### src/rtl/dual_issue_pkg.sv
// dual_issue_pkg: shared types and constants for the dual-issue hazard controller
package dual_issue_pkg;
  localparam int REG_W = 5;
  typedef enum logic {PAIR, SECOND} issue_state_t;
  // Kept for debug visibility of why a pair was split
  typedef enum logic [1:0] {RAW, MEM, WAW, CTL} split_reason_t;
endpackage

### src/rtl/load_use_detect.sv
// load_use_detect: flags any enabled source matching a nonzero EX load destination
module load_use_detect #(
  parameter int REG_W = dual_issue_pkg::REG_W
) (
  input  logic [REG_W-1:0]      rd_e0,
  input  logic [REG_W-1:0]      rd_e1,
  input  logic                  load_e0,
  input  logic                  load_e1,
  input  logic [3:0][REG_W-1:0] src,
  input  logic [3:0]            src_en,
  output logic                  hit
);
  logic live0, live1;
  assign live0 = load_e0 && rd_e0 != '0;
  assign live1 = load_e1 && rd_e1 != '0;
  always_comb begin
    hit = 1'b0;
    for (int i = 0; i < 4; i++)
      hit = hit | (src_en[i] && ((live0 && src[i] == rd_e0) || (live1 && src[i] == rd_e1)));
  end
endmodule

### src/rtl/dual_issue_hazard_ctrl.sv
// dual_issue_hazard_ctrl: splits conflicting pairs, inserts load-use bubbles, flushes on redirect.
// DUAL_ISSUE_STATS_EN adds saturating cnt_pairs/cnt_splits/cnt_lu counters.
module dual_issue_hazard_ctrl #(
  parameter int REG_W = dual_issue_pkg::REG_W
`ifdef DUAL_ISSUE_STATS_EN
  , parameter int CNT_W = 32
`endif
) (
  input  logic             clk,
  input  logic             rst,
  input  logic             id_valid,
  input  logic [REG_W-1:0] rs1_0,
  input  logic [REG_W-1:0] rs2_0,
  input  logic [REG_W-1:0] rd_0,
  input  logic [REG_W-1:0] rs1_1,
  input  logic [REG_W-1:0] rs2_1,
  input  logic [REG_W-1:0] rd_1,
  input  logic             regwrite_0,
  input  logic             regwrite_1,
  input  logic             mem_0,
  input  logic             mem_1,
  input  logic             ctl_0,
  input  logic [REG_W-1:0] RdE_0,
  input  logic [REG_W-1:0] RdE,
  input  logic             loadE_0,
  input  logic             loadE,
  input  logic             redirect_e,
  input  logic             dmem_stall,
`ifdef DUAL_ISSUE_STATS_EN
  output logic [CNT_W-1:0] cnt_pairs,
  output logic [CNT_W-1:0] cnt_splits,
  output logic [CNT_W-1:0] cnt_lu,
`endif
  output logic             StallF,
  output logic             StallD,
  output logic             FlushD,
  output logic             StallE_0,
  output logic             FlushE_0,
  output logic             FlushE_1,
  output logic             split_pending
);
  import dual_issue_pkg::*;
  issue_state_t state, state_n;
  logic split_c, pair, lu_hit, lu;
  logic r2, r3, r4, r5, r6, r7, r8, past_rd, past_lu;
  assign pair    = state == PAIR;
  assign split_c = (regwrite_0 && rd_0 != '0 && (rs1_1 == rd_0 || rs2_1 == rd_0))
                || (mem_0 && mem_1)
                || (regwrite_0 && regwrite_1 && rd_0 == rd_1 && rd_0 != '0)
                || ctl_0;
  // Slot-1 sources only matter when slot 1 actually issues this cycle
  load_use_detect #(.REG_W(REG_W)) u_lu (
    .rd_e0(RdE_0), .rd_e1(RdE), .load_e0(loadE_0), .load_e1(loadE),
    .src({rs2_1, rs1_1, rs2_0, rs1_0}),
    .src_en(pair ? {~split_c, ~split_c, 2'b11} : 4'b1100),
    .hit(lu_hit)
  );
  assign lu      = id_valid && lu_hit;
  assign r2      = !rst && dmem_stall;
  assign r3      = !rst && !dmem_stall && redirect_e;
  assign past_rd = !rst && !dmem_stall && !redirect_e;
  assign r4      = past_rd && lu;
  assign past_lu = past_rd && !lu && id_valid;
  assign r5      = past_rd && !lu && !id_valid;
  assign r6      = past_lu && pair && split_c;
  assign r7      = past_lu && pair && !split_c;
  assign r8      = past_lu && !pair;
  assign StallF        = r2 || r4 || r6;
  assign StallD        = StallF;
  assign FlushD        = r3;
  assign StallE_0      = r2;
  assign FlushE_0      = rst || r3 || r4 || r5 || r8;
  assign FlushE_1      = rst || r3 || r4 || r5 || r6;
  assign split_pending = state == SECOND;
  assign state_n = (r3 || r5 || r8) ? PAIR : r6 ? SECOND : state;
  always_ff @(posedge clk or posedge rst)
    if (rst) state <= PAIR;
    else     state <= state_n;
`ifdef DUAL_ISSUE_STATS_EN
  always_ff @(posedge clk or posedge rst)
    if (rst) begin
      cnt_pairs  <= '0;
      cnt_splits <= '0;
      cnt_lu     <= '0;
    end else begin
      if (r7 && !(&cnt_pairs))  cnt_pairs  <= cnt_pairs + CNT_W'(1);
      if (r6 && !(&cnt_splits)) cnt_splits <= cnt_splits + CNT_W'(1);
      if (r4 && !(&cnt_lu))     cnt_lu     <= cnt_lu + CNT_W'(1);
    end
`endif
endmodule

### config.mk
export PLATFORM = sky130hd
export DESIGN_NAME = dual_issue_hazard_ctrl
export DESIGN_NICKNAME = d
export VERILOG_FILES = /design/src/rtl/dual_issue_pkg.sv /design/src/rtl/load_use_detect.sv /design/src/rtl/dual_issue_hazard_ctrl.sv
export SDC_FILE = /design/constraint.sdc
export NUM_CORES = 1
export LEC_CHECK = 0
export ABC_CLOCK_PERIOD_IN_PS = 2450
export BUFFER_PORTS_ARGS = -buffer_cell sky130_fd_sc_hd__buf_4
export CELL_PAD_IN_SITES_DETAIL_PLACEMENT = 1
export CELL_PAD_IN_SITES_GLOBAL_PLACEMENT = 1
export CORE_ASPECT_RATIO = 0.6
export CORE_UTILIZATION = 29
export CTS_BUF_LIST = sky130_fd_sc_hd__clkbuf_8 sky130_fd_sc_hd__clkbuf_16
export CTS_CLUSTER_SIZE = 25
export DETAILED_ROUTE_END_ITERATION = 10
export PLACE_DENSITY_LB_ADDON = 0.1
export SLEW_MARGIN = 10
export SYNTH_ARGS = -nofsm -noshare
export SYNTH_HDL_FRONTEND = slang
export SYNTH_SLANG_ARGS = --single-unit
### constraint.sdc
create_clock -name clk -period 2.45 [get_ports clk]
set_input_delay 0.3675 -clock clk [delete_from_list [all_inputs] [get_ports clk]]
set_output_delay 0.3675 -clock clk [all_outputs]
set_load 0.1 [all_outputs]
**Word level (Yosys, flattened, before mapping)**

Index checks and enable logic that the tools add are counted.

- Add/subtract/negate cells: 0
- $mul: 0
- Div/mod/pow operators: 0
- $lt $le $gt $ge: 0
- Equality and inequality tests: 11
- Shift operators: 0
- Multiplexer cells: 3
- Bitwise gates (word level): 5
- Reductions and logical operators: 58

Operators with widths:

| cell | count |
|---|---|
| $eq A5 B5 Y1 | 11 |
| $logic_and A1 B1 Y1 | 32 |
| $logic_or A1 B1 Y1 | 17 |
| $reduce_bool A5 Y1 | 3 |
| $logic_not A1 Y1 | 5 |
| $mux W4 | 1 |
| $or A1 B1 Y1 | 3 |
| $mux W1 | 2 |
| $not A1 Y1 | 2 |
| $reduce_bool A2 Y1 | 1 |

- Register bits: 1
- Bits in latches: 0
- RAM bits: 0
- Memory bits (read-only): 0
- Word-level logic and storage cells: 78
- Memories kept: 0

**Longest topological paths before layout**

Gate-level depths: netlist of the first run.

- Word-level depth: 20
- Mapped depth: 8
- Depth with buffers taken out: 6

**Cells and area by module**

Synthesis of the first run repeated with hierarchy kept, for this count alone.

- Cell total of the unflattened synthesis: 122
- Area, all modules: 940.9 µm²

Modules (own cells, without submodules):

| module | times used | cells an instance | area an instance (µm²) | sequential area each (µm²) |
|---|---|---|---|---|
| load_use_detect | 1 | 73 | 573.0 | 0.0 |
| dual_issue_hazard_ctrl | 1 | 49 | 367.9 | 25.0 |

**Least setup slack after synthesis of the first run**

Ideal clock, no wire load.

- Path kind: flip-flop to output port
- Start: register state (netlist: split_pending)
- End: output port StallF
- Arrival: 3.504 ns
- Slack: -1.421 ns
- Cell stages (with the launch flop): 5
- Cell sequence: dfrtp_1 a211oi_1 a21oi_2 a31oi_1 buf_4

- Cells in the longest elaborated chain, start to end: 12
- Elaborated cells between the ends (all ways): 18
- Classes of those cells: mux: 1; bitwise: 4; reduce/logical: 13

Ends and longest elaborated chain:

| what | RTL line | RTL |
|---|---|---|
| start, declared | dual_issue_hazard_ctrl.sv:43 | `issue_state_t state, state_n;` |
| start signal, assigned | dual_issue_hazard_ctrl.sv:78 | `else state <= state_n;` |
| $mux W4 | dual_issue_hazard_ctrl.sv:55 | `.src_en(pair ? {~split_c, ~split_c, 2'b11} : 4'b1100),` |
| $logic_and A1 B1 Y1 | load_use_detect.sv:19 | `hit = hit \| (src_en[i] && ((live0 && src[i] == rd_e0) \|\| (live1 && src[i] == rd_e1)));` |
| $or A1 B1 Y1 (3 in series) | load_use_detect.sv:19 |  |
| $logic_and A1 B1 Y1 | dual_issue_hazard_ctrl.sv:58 | `assign lu = id_valid && lu_hit;` |
| $logic_not A1 Y1 | dual_issue_hazard_ctrl.sv:63 | `assign past_lu = past_rd && !lu && id_valid;` |
| $logic_and A1 B1 Y1 (2 in series) | dual_issue_hazard_ctrl.sv:63 |  |
| $logic_and A1 B1 Y1 | -- |  |
| $logic_and A1 B1 Y1 | dual_issue_hazard_ctrl.sv:65 | `assign r6 = past_lu && pair && split_c;` |
| $logic_or A1 B1 Y1 * | dual_issue_hazard_ctrl.sv:68 | `assign StallF = r2 \|\| r4 \|\| r6;` |
| end, declared | dual_issue_hazard_ctrl.sv:34 | `output logic StallF,` |

Every way passes the cells marked *; elsewhere a longest branch is shown, timed or not.

**Worst setup path after layout of the first run**

- Start: input port rd_0[0]
- End: output port FlushE_0

- Cells in the longest elaborated chain, start to end: 17
- Elaborated cells between the ends (all ways): 28
- Classes of those cells: eq/ne: 3; mux: 1; bitwise: 3; reduce/logical: 21

Ends and longest elaborated chain:

| what | RTL line | RTL |
|---|---|---|
| start, declared | dual_issue_hazard_ctrl.sv:14 | `input logic [REG_W-1:0] rd_0,` |
| $eq A5 B5 Y1 / $reduce_bool A5 Y1 (equally long branches) | dual_issue_hazard_ctrl.sv:47, dual_issue_hazard_ctrl.sv:49 |  |
| $logic_or A1 B1 Y1 / $logic_and A1 B1 Y1 (equally long branches) | dual_issue_hazard_ctrl.sv:47 | `assign split_c = (regwrite_0 && rd_0 != '0 && (rs1_1 == rd_0 \|\| rs2_1 == rd_0))` |
| $logic_and A1 B1 Y1 | dual_issue_hazard_ctrl.sv:47 |  |
| $logic_or A1 B1 Y1 | dual_issue_hazard_ctrl.sv:48 | `\|\| (mem_0 && mem_1)` |
| $logic_or A1 B1 Y1 * | dual_issue_hazard_ctrl.sv:49 | `\|\| (regwrite_0 && regwrite_1 && rd_0 == rd_1 && rd_0 != '0)` |
| $logic_or A1 B1 Y1 * | dual_issue_hazard_ctrl.sv:50 | `\|\| ctl_0;` |
| $not A1 Y1 * | dual_issue_hazard_ctrl.sv:55 |  |
| $mux W4 * | dual_issue_hazard_ctrl.sv:55 |  |
| $logic_and A1 B1 Y1 | load_use_detect.sv:19 |  |
| $or A1 B1 Y1 | load_use_detect.sv:19 |  |
| $or A1 B1 Y1 * | load_use_detect.sv:19 |  |
| $logic_and A1 B1 Y1 * | dual_issue_hazard_ctrl.sv:58 |  |
| $logic_not A1 Y1 | dual_issue_hazard_ctrl.sv:63, dual_issue_hazard_ctrl.sv:64 |  |
| $logic_and A1 B1 Y1 | dual_issue_hazard_ctrl.sv:63, dual_issue_hazard_ctrl.sv:64 |  |
| $logic_and A1 B1 Y1, on equally long branches | dual_issue_hazard_ctrl.sv:64, dual_issue_hazard_ctrl.sv:63 |  |
| $logic_or A1 B1 Y1 / $logic_and A1 B1 Y1 (equally long branches) | dual_issue_hazard_ctrl.sv:72, dual_issue_hazard_ctrl.sv:67 |  |
| $logic_or A1 B1 Y1 * | dual_issue_hazard_ctrl.sv:72 | `assign FlushE_0 = rst \|\| r3 \|\| r4 \|\| r5 \|\| r8;` |
| end, declared | dual_issue_hazard_ctrl.sv:38 | `output logic FlushE_0,` |

Marked as above.

==> impl_metrics.ini, run 1 <==
[yosys]
synth_most_common_cell = xor2_1
synthesis.nets = 176
synth-simple-area-share_pct = 19.8
synth_top_family_by_area = XOR/XNOR gates
synthAdderAreaFrac_pct = 0
synth_area_um2 = 935
ys_ff_latch = 1
synthArstFlopShare_pct = 100
yosys-top-cells-count = xor2_1, xnor2_1, nor2_1, nor3_1
yosysWarnings = 0
yosys-mux-area-fraction_pct = 0
synth_compound_area_share_pct = 17.0
synth_edf_count = 0
synthXorXnorAreaFrac_pct = 51.5
synth_top_area_cell = xor2_1
syn-instance-count = 124
synth_top_area_share_pct = 37.5
synth_area_leaders = xor2_1, xnor2_1, nor3_1
ys.flop_type = dfrtp_1
ys_seq_area_share_pct = 2.68
syn_avg_cell_area_um2 = 7.54
synth.distinct_cells = 34

[setup_path]
start_kind = input pin
required_ns = 2.08
rrSetupSlack_ns = 1.33
critical_path_class = in2out
r2r-end = split_pending
reg2reg_depth = 3
crit_path_start = rd_0[0]
crit_end = FlushE_0
r2r_start = split_pending
cp-end-kind = primary output
worstPathArrival_ns = 1.96
worstPathMaxFanout = 4

[timing]
min_period_ns = 2.33
fin_skew_ns = 0
slew_violations = 0
max_freq_mhz = 430
setup_viol = 0
fin_crit_sh_pct = 95.0
max_slew_margin_pct = 76.9
setup_ws_ns = 0.123
hold_viol = 0
tightest_slew_ns = 0.347
rsz0062_at_grt = no
setup_tns_ns = 0
finalHoldWorstSlack_ns = 0.262

[drt]
vias_per_cell = 4.76
drt_iter0_markers = 35
detail-route-antenna-nets = 0
drt-total-wl_um = 3090
drcViolationCount = 0
vias = 1013
firstDrtPassIters = 4
wire_per_inst_um = 14.5

[power]
leakagePower_uw = 0.000605
power_uw = 336
powerDensity_nw_per_um2 = 246
ir_drop_mv = 0.101

[die]
core.rowCount = 15
die_x_um = 75.3
io_pins = 59
initial_core_util_pct = 31.5
dieArea_um2 = 3460
die_h_um = 46.0
core_um2 = 2970

[placement]
dp_hpwl_um = 2760
gp_congestion = 0.786
preCtsSetupSlack_ns = 0.0403
port_buffers = 58
placed_cell_area_um2 = 1360

[clock_tree]
cts_resized = 0
hold_buffers = 0
clk_latency_ns = 0
clkTransAtPathRegs_ns = 0
postCtsSetupRepairBufs = 0

[layout]
nets = 225
area_growth_pct = 46.5
antennaDiodeCount = 0
largest_register_ffs = 1
drive_gt1_share_pct = 39.8
regArea_um2 = 26.3
stdcell_area_um2 = 1370
nFillCells = 392
multiInputGateArea_um2 = 843

[run_status]
status = finished, final reports clean

[global_route]
grtUsageTotal_pct = 17.6
grt_pass1_wl_um = 4520
grt_max_degree = 8
antenna_found_initial = 0
grt_pass1_vias = 945
grt_overflow_total = 0

[run]
maxCapViolations = 0

[worst_hold_path]
hold_class = in2async
-- metrics by stage --
| step | cells | util, % |
|---|---|---|
| after floorplan | 124 | - |
| after global placement | 213 | 45.8 |
| after detailed placement | 213 | 45.8 |
| after CTS | 213 | 45.8 |
| after global routing | 213 | 46.2 |
| final | 213 | 46.2 |
-- worst max-delay path, cell delays in order --
cell,delay (ns)
buf_4,0.13
or4_1,0.52
o21ai_1,0.14
a21o_1,0.14
a31oi_2,0.05
o21bai_1,0.17
a31oi_1,0.13
buf_4,0.31
-- cell families (layout without fill, tap and decap cells) --
group / count (synthesis) / after routing
compound gates: 20 / 20
xor+xnor: 55 / 55
buf+inv: 13 / 60
flops: 1 / 1
simple gates: 35 / 35
-- power by group --
group	internal [uW]	switching [uW]	total, uW
Clock	0	0	0
Sequential	18.8	3.84	22.7
Combinational	134	180	314
Total	152	184	336
-- cells in the final DEF (no fill, tap or decap), drive strengths merged --
| cell type | Yosys | routed |
|---|---|---|
| o22ai | 1 | 1 |
| a211oi | 1 | 1 |
| buf | 11 | 58 |
| a21oi | 2 | 2 |
| dfrtp | 1 | 1 |
| o31ai | 1 | 1 |
| nor2 | 10 | 10 |
| a22oi | 2 | 2 |
| o31a | 1 | 1 |
| a31oi | 3 | 3 |
| nor2b | 1 | 1 |
| nor4 | 1 | 1 |
| a31o | 2 | 2 |
| xnor2 | 15 | 15 |
| a41oi | 1 | 1 |
| nand3 | 7 | 7 |
| and2b | 1 | 1 |
| a21o | 1 | 1 |
| nand2b | 1 | 1 |
| and2 | 1 | 1 |
| nor3 | 10 | 10 |
| o21bai | 1 | 1 |
| xor2 | 40 | 40 |
| or4 | 3 | 3 |
| o21ai | 4 | 4 |
| inv | 2 | 2 |
-- metal layers --
metal	wire length, um	up-vias	global-route usage, %
li1	-	513	-
met4	0	0	0
met2	1350	29	29.1
met1	1620	471	26.9
met3	118	0	0.221
met5	0	-	0
-- how the worst min path moves through the flow --
stage | from | end
floorplan | rst | split_pending
global placement | rst | split_pending
detailed placement | rst | split_pending
CTS | rst | split_pending
global route | rst | split_pending
finish | rst | split_pending
-- layout make-up --
cell class | count | area share, %
sequential | 1 | 1.92
tap | 42 | 3.84
inverter | 2 | 0.548
timing repair buffer | 58 | 32.1
multi-input combinational | 110 | 61.6
No activity file was read; power rests on OpenSTA's default activity.
==> run 2, diff against run 1 <==
--- a/config.mk
+++ b/config.mk
@@ -5,7 +5,6 @@
 export SDC_FILE = /design/constraint.sdc
 export NUM_CORES = 1
 export LEC_CHECK = 0
-export ABC_CLOCK_PERIOD_IN_PS = 2450
 export BUFFER_PORTS_ARGS = -buffer_cell sky130_fd_sc_hd__buf_4
 export CELL_PAD_IN_SITES_DETAIL_PLACEMENT = 1
 export CELL_PAD_IN_SITES_GLOBAL_PLACEMENT = 1
==> constraint.sdc (replaced) <==
create_clock -name clk -period 2.25 [get_ports clk]
set_input_delay 0.3375 -clock clk [delete_from_list [all_inputs] [get_ports clk]]
set_output_delay 0.3375 -clock clk [all_outputs]
set_load 0.1 [all_outputs]
==> run 2 against run 1 <==
Effect of this change:
- the run now ends with negative setup slack left
- utilization increased by 5.0 points
- highest routed layer is now met4
- sequential share of layout area shrank 0.19 points
- critical path depth unchanged
- critical path type unchanged
- cell count up 3.8%
- first-iteration DRC count shrank 14%
- register-to-register slack worse by 0.20 ns
==> impl_metrics.ini, run 2 (synthesis results as in run 1) <==
[run_status]
status = finished with violations
violations = negative setup slack

[power]
powerDensity_nw_per_um2 = 266
leakagePower_uw = 0.000668
power_uw = 404
ir_drop_mv = 0.121

[layout]
area_growth_pct = 62.4
nFillCells = 379
final_common_cell = buf_4
stdcell_area_um2 = 1520
drive_gt1_share_pct = 47.5
nets = 233
layout_common_cells = buf_4, xor2_1, xnor2_1
antennaDiodeCount = 0
stdcell_count = 221
largest_register_ffs = 1

[clock_tree]
clkTransAtPathRegs_ns = 0
clk_latency_ns = 0
hold_buffers = 0

[setup_path]
r2r_start = split_pending
required_ns = 1.91
cpMaxStageDelayCell = or4_4
critical_path_class = in2out
start_kind = input pin
critPathMaxStageDelay_ns = 0.52
cp-end-kind = primary output
critPathTopFamily = compound AO/OA/AOI/OAI gates
crit_path_start = rd_0[2]
cp_num_buf_inv = 2
crit_chain = buf_8 -> or4_4 -> o21ai_2 -> a21o_1 -> a31oi_4 -> o21bai_1 -> a31oi_1 -> buf_6
worstPathArrival_ns = 1.95
worstPathMaxFanout = 4

[die]
dieArea_um2 = 3460
initial_core_util_pct = 31.5
die_h_um = 46.0
io_pins = 59
core.rowCount = 15
die_x_um = 75.3
core_um2 = 2970

[timing]
finalHoldWorstSlack_ns = 0.244
fin_skew_ns = 0
hold_viol = 0
max_slew_margin_pct = 74.9
slew_violations = 0
min_period_ns = 2.29
max_freq_mhz = 437
setup_ws_ns = -0.0405
rsz0062_at_grt = yes
setup_tns_ns = -0.0405
fin_crit_sh_pct = 102
setup_viol = 1
tightest_slew_ns = 0.376

[drt]
detail-route-antenna-nets = 0
firstDrtPassIters = 4
drcViolationCount = 0
drt_iter0_markers = 30
vias = 1100
vias_per_cell = 4.98
wire_per_inst_um = 15.7
drt-total-wl_um = 3460

[global_route]
antenna_found_initial = 0
grt_pass1_vias = 1058
grt_max_degree = 8
grt_overflow_total = 0
grtUsageTotal_pct = 19.6
grt_pass1_wl_um = 5060

[run]
maxCapViolations = 0

[worst_hold_path]
hold_class = in2async

[placement]
gp_congestion = 0.781
port_buffers = 58
dp_hpwl_um = 2920
dp_cells = 220
placed_cell_area_um2 = 1410
==> run 2: where the power goes <==
part           internal [uW]  switching (uW)
registers               20.5            4.14
logic                    167             213
clock network              0               0
==> run 2: timing repair <==
item | 4_1_cts | 5_1_grt
setup endpoints to repair | 4 | 4
resized for setup | 8 | 12
pin swaps | 1 | 5
buffers inserted | 0 | 1
==> run 2: routing by layer <==
| metal | GRT usage (%) | vias to the layer above | share of wire, % | routed length (um) |
|---|---|---|---|---|
| met1 | 29.6 | 532 | 48 | 1660 |
| met2 | 33.0 | 39 | 48 | 1650 |
| met3 | 0.221 | 2 | 3.7 | 129 |
| li1 | - | 527 | - | - |
| met4 | 0 | 0 | 0.49 | 17 |
| met5 | 0 | - | 0 | 0 |
==> run 2: layout make-up <==
class / instances / area, um^2 / share of cell area, %
multi-input cells: 110 / 906 / 59.7
repair buffers: 66 / 526 / 34.6
well taps: 42 / 52.6 / 3.46
flip-flops and latches: 1 / 26.3 / 1.73
inverters: 2 / 7.51 / 0.495
==> run 2: metrics by stage <==
stage	worst slack [ns]	utilization [%]
finish	-0.0405	51.2
global placement	-0.0194	47.6
CTS	-0.0218	48.8
floorplan	-0.930	-
detailed placement	-0.121	47.6
global route	-0.0650	51.2
==> run 2: final timing paths <==
path	endpoint	slack [ns]	cells past startpoint
setup reg to reg	split_pending	1.13	3
setup / recovery	FlushE_0	-0.04	8
max in group asynchronous	split_pending	1.86	2
hold / removal	split_pending	0.24	2
min in group clk	split_pending	0.72	2
hold reg to reg	split_pending	0.72	2
==> run 3, diff against run 2 <==
--- a/config.mk
+++ b/config.mk
@@ -5,11 +5,12 @@
 export SDC_FILE = /design/constraint.sdc
 export NUM_CORES = 1
 export LEC_CHECK = 0
+export ABC_AREA = 1
 export BUFFER_PORTS_ARGS = -buffer_cell sky130_fd_sc_hd__buf_4
 export CELL_PAD_IN_SITES_DETAIL_PLACEMENT = 1
 export CELL_PAD_IN_SITES_GLOBAL_PLACEMENT = 1
 export CORE_ASPECT_RATIO = 0.6
-export CORE_UTILIZATION = 29
+export CORE_UTILIZATION = 28
 export CTS_BUF_LIST = sky130_fd_sc_hd__clkbuf_8 sky130_fd_sc_hd__clkbuf_16
 export CTS_CLUSTER_SIZE = 25
 export DETAILED_ROUTE_END_ITERATION = 10
==> run 3 against run 2 <==
Effect of this change:
- the flow now finishes without violations
- hold slack lost 0.0095 ns
- via count grew 22%
- sequential share of layout area grew 0.099 points
- first-iteration DRC count grew 17%
- power shrank 4.5%
- sequential power grew 3%
- cell count grew 39%
- largest cell class unchanged
==> impl_metrics.ini, run 3 <==
[timing]
hold_viol = 0
max_freq_mhz = 470
slew_violations = 0
max_slew_margin_pct = 74.8
rsz0062_at_grt = no
min_period_ns = 2.13
fin_crit_sh_pct = 94.6
fin_skew_ns = 0
setup_viol = 0
tightest_slew_ns = 0.376

[power]
swShare_pct = 57.5
powerDensity_nw_per_um2 = 245
p_seq_share_pct = 6.6
p_clk_share_pct = 0
combPwrFrac_pct = 93.4
p_sw_uw = 222
ir_drop_mv = 0.185
intPower_uw = 164
leakagePower_uw = 0.000914

[placement]
dp_hpwl_um = 3260
port_buffers = 58
placed_cell_area_um2 = 1560
dp_cells = 308
gp_congestion = 0.772

[setup_path]
cpMaxStageDelayCell = buf_4
critPathMaxStageDelay_ns = 0.29
start_kind = input pin
critical_path_class = in2out
crit_end = StallF
cp_num_buf_inv = 2
worstPathArrival_ns = 1.79
reg2reg_depth = 6
critPathTopFamily = simple AND/OR/NAND/NOR gates
crit_path_start = RdE[1]
crit_cells = 12
rrSetupSlack_ns = 1.08
r2r-end = split_pending
required_ns = 1.91
r2r_start = split_pending
crit_chain = buf_4 -> xor2_1 -> nor3_1 -> nand3_1 -> nand2_1 -> nand2_1 -> nand2_1 -> nand2_2 -> nand2_2 -> nand2_2 -> nand3_2 -> buf_4
worstPathMaxFanout = 7
cp-end-kind = primary output

[yosys]
synth_top_area_share_pct = 23.6
synth_edf_count = 0
synth_area_leaders = nand2_1, xor2_1, inv_1
yosysWarnings = 0
synth_most_common_cell = nand2_1
synth_top_area_cell = nand2_1
ys_seq_area_share_pct = 2.25
ys_ff_latch = 1
synthesis.nets = 264
synth_area_um2 = 1110
yosys-top-cells-count = nand2_1, inv_1, nor2_1, xor2_1, nand3_1
syn_avg_cell_area_um2 = 5.25
syn-instance-count = 212
synthArstFlopShare_pct = 100
synth.distinct_cells = 23
ys.flop_type = dfrtp_1

[drt]
firstDrtPassIters = 4
drt-total-wl_um = 3650
wire_per_inst_um = 11.8
vias_per_cell = 4.34
wl_met1_um = 2080
met3WireLength_um = 132
met2WireLength_um = 1440
vias = 1338
drcViolationCount = 0
detail-route-antenna-nets = 0
dr.max_layer_used = met3
drt_iter0_markers = 35

[layout]
largest_register_ffs = 1
layout_common_cells = nand2_1, buf_4, inv_1
area_growth_pct = 41.4
nFillCells = 544
stdcell_count = 308
antennaDiodeCount = 0
drive_gt1_share_pct = 31.4
regArea_um2 = 28.8
final_common_cell = nand2_1
nets = 315
multiInputGateArea_um2 = 915
stdcell_area_um2 = 1570

[die]
die_x_um = 83.4
io_pins = 59
core_um2 = 3740
core.rowCount = 17
die_h_um = 50.8
initial_core_util_pct = 29.7
dieArea_um2 = 4240

[worst_hold_path]
hold_class = in2async

[global_route]
grtUsageTotal_pct = 17.4
grt_max_degree = 8
grt_pass1_wl_um = 6020
grt_pass1_vias = 1317
grt_overflow_total = 0
antenna_found_initial = 0

[clock_tree]
clkTransAtPathRegs_ns = 0
clk_latency_ns = 0
hold_buffers = 0

[run]
maxCapViolations = 0

[run_status]
status = finished, final reports clean
-- run 3: cell types whose count changed after synthesis, sizes merged, moves of 3 or more --
cell,previous run,this run
nand4,0,5
nand3,7,14
a31oi,3,0
a21oi,2,11
nor2,10,23
or4,3,0
nand2,0,75
nor3,10,2
xnor2,15,10
inv,2,34
xor2,40,22
-- run 3: what timing repair did --
| action | 4_1_cts | 5_1_grt |
|---|---|---|
| setup buffers | 0 | 0 |
| endpoints found under the setup margin | 0 | 4 |
| gates resized for setup | 0 | 3 |
-- run 3: power groups by stage --
| stage | Clock [uW] | Sequential (uW) | Combinational (uW) |
|---|---|---|---|
| after detailed placement | 0 | 25.7 | 358 |
| after CTS | 0 | 25.8 | 360 |
| after global routing | 0 | 26.1 | 393 |
| final | 0 | 25.5 | 360 |
| after floorplan | 0 | 41.7 | 217 |
| after global placement | 0 | 25.7 | 355 |
-- run 3: area by class of cell --
cell class | instances | share of cell area, %
multi-input combinational | 168 | 58.2
timing repair buffer | 58 | 28.2
sequential | 1 | 1.83
tap | 47 | 3.74
inverter | 34 | 8.11
-- run 3: kinds of logic after synthesis --
family / share of synthesized area [%]
xor+xnor: 25.2
compound gates: 7.42
buf+inv: 18.0
simple gates: 47.1
flops: 2.25
-- run 3: routing by layer --
layer	vias up	global-route usage, %
met5	-	0
met4	0	0
met3	0	0.646
met2	29	25.4
met1	572	29.0
li1	737	-
-- run 3: how the worst min path moves through the flow --
stage,from,endpoint
floorplan,rst,split_pending
global placement,rst,split_pending
detailed placement,rst,split_pending
CTS,rst,split_pending
global route,rst,split_pending
finish,rst,split_pending
-- run 3: through the flow --
stage | TNS [ns] | total power [uW] | hold slack (ns) | setup slack (ns) | utilization [%]
6_report | 0 | 386 | 0.235 | 0.121 | 42.0
4_1_cts | 0 | 386 | 0.234 | 0.101 | 41.7
3_3_place_gp | 0 | 381 | 0.230 | 0.104 | 41.7
3_5_place_dp | 0 | 384 | 0.234 | 0.105 | 41.7
2_1_floorplan | -0.279 | 258 | 0.0911 | -0.105 | -
5_1_grt | 0 | 419 | 0.247 | 0.0153 | 42.0
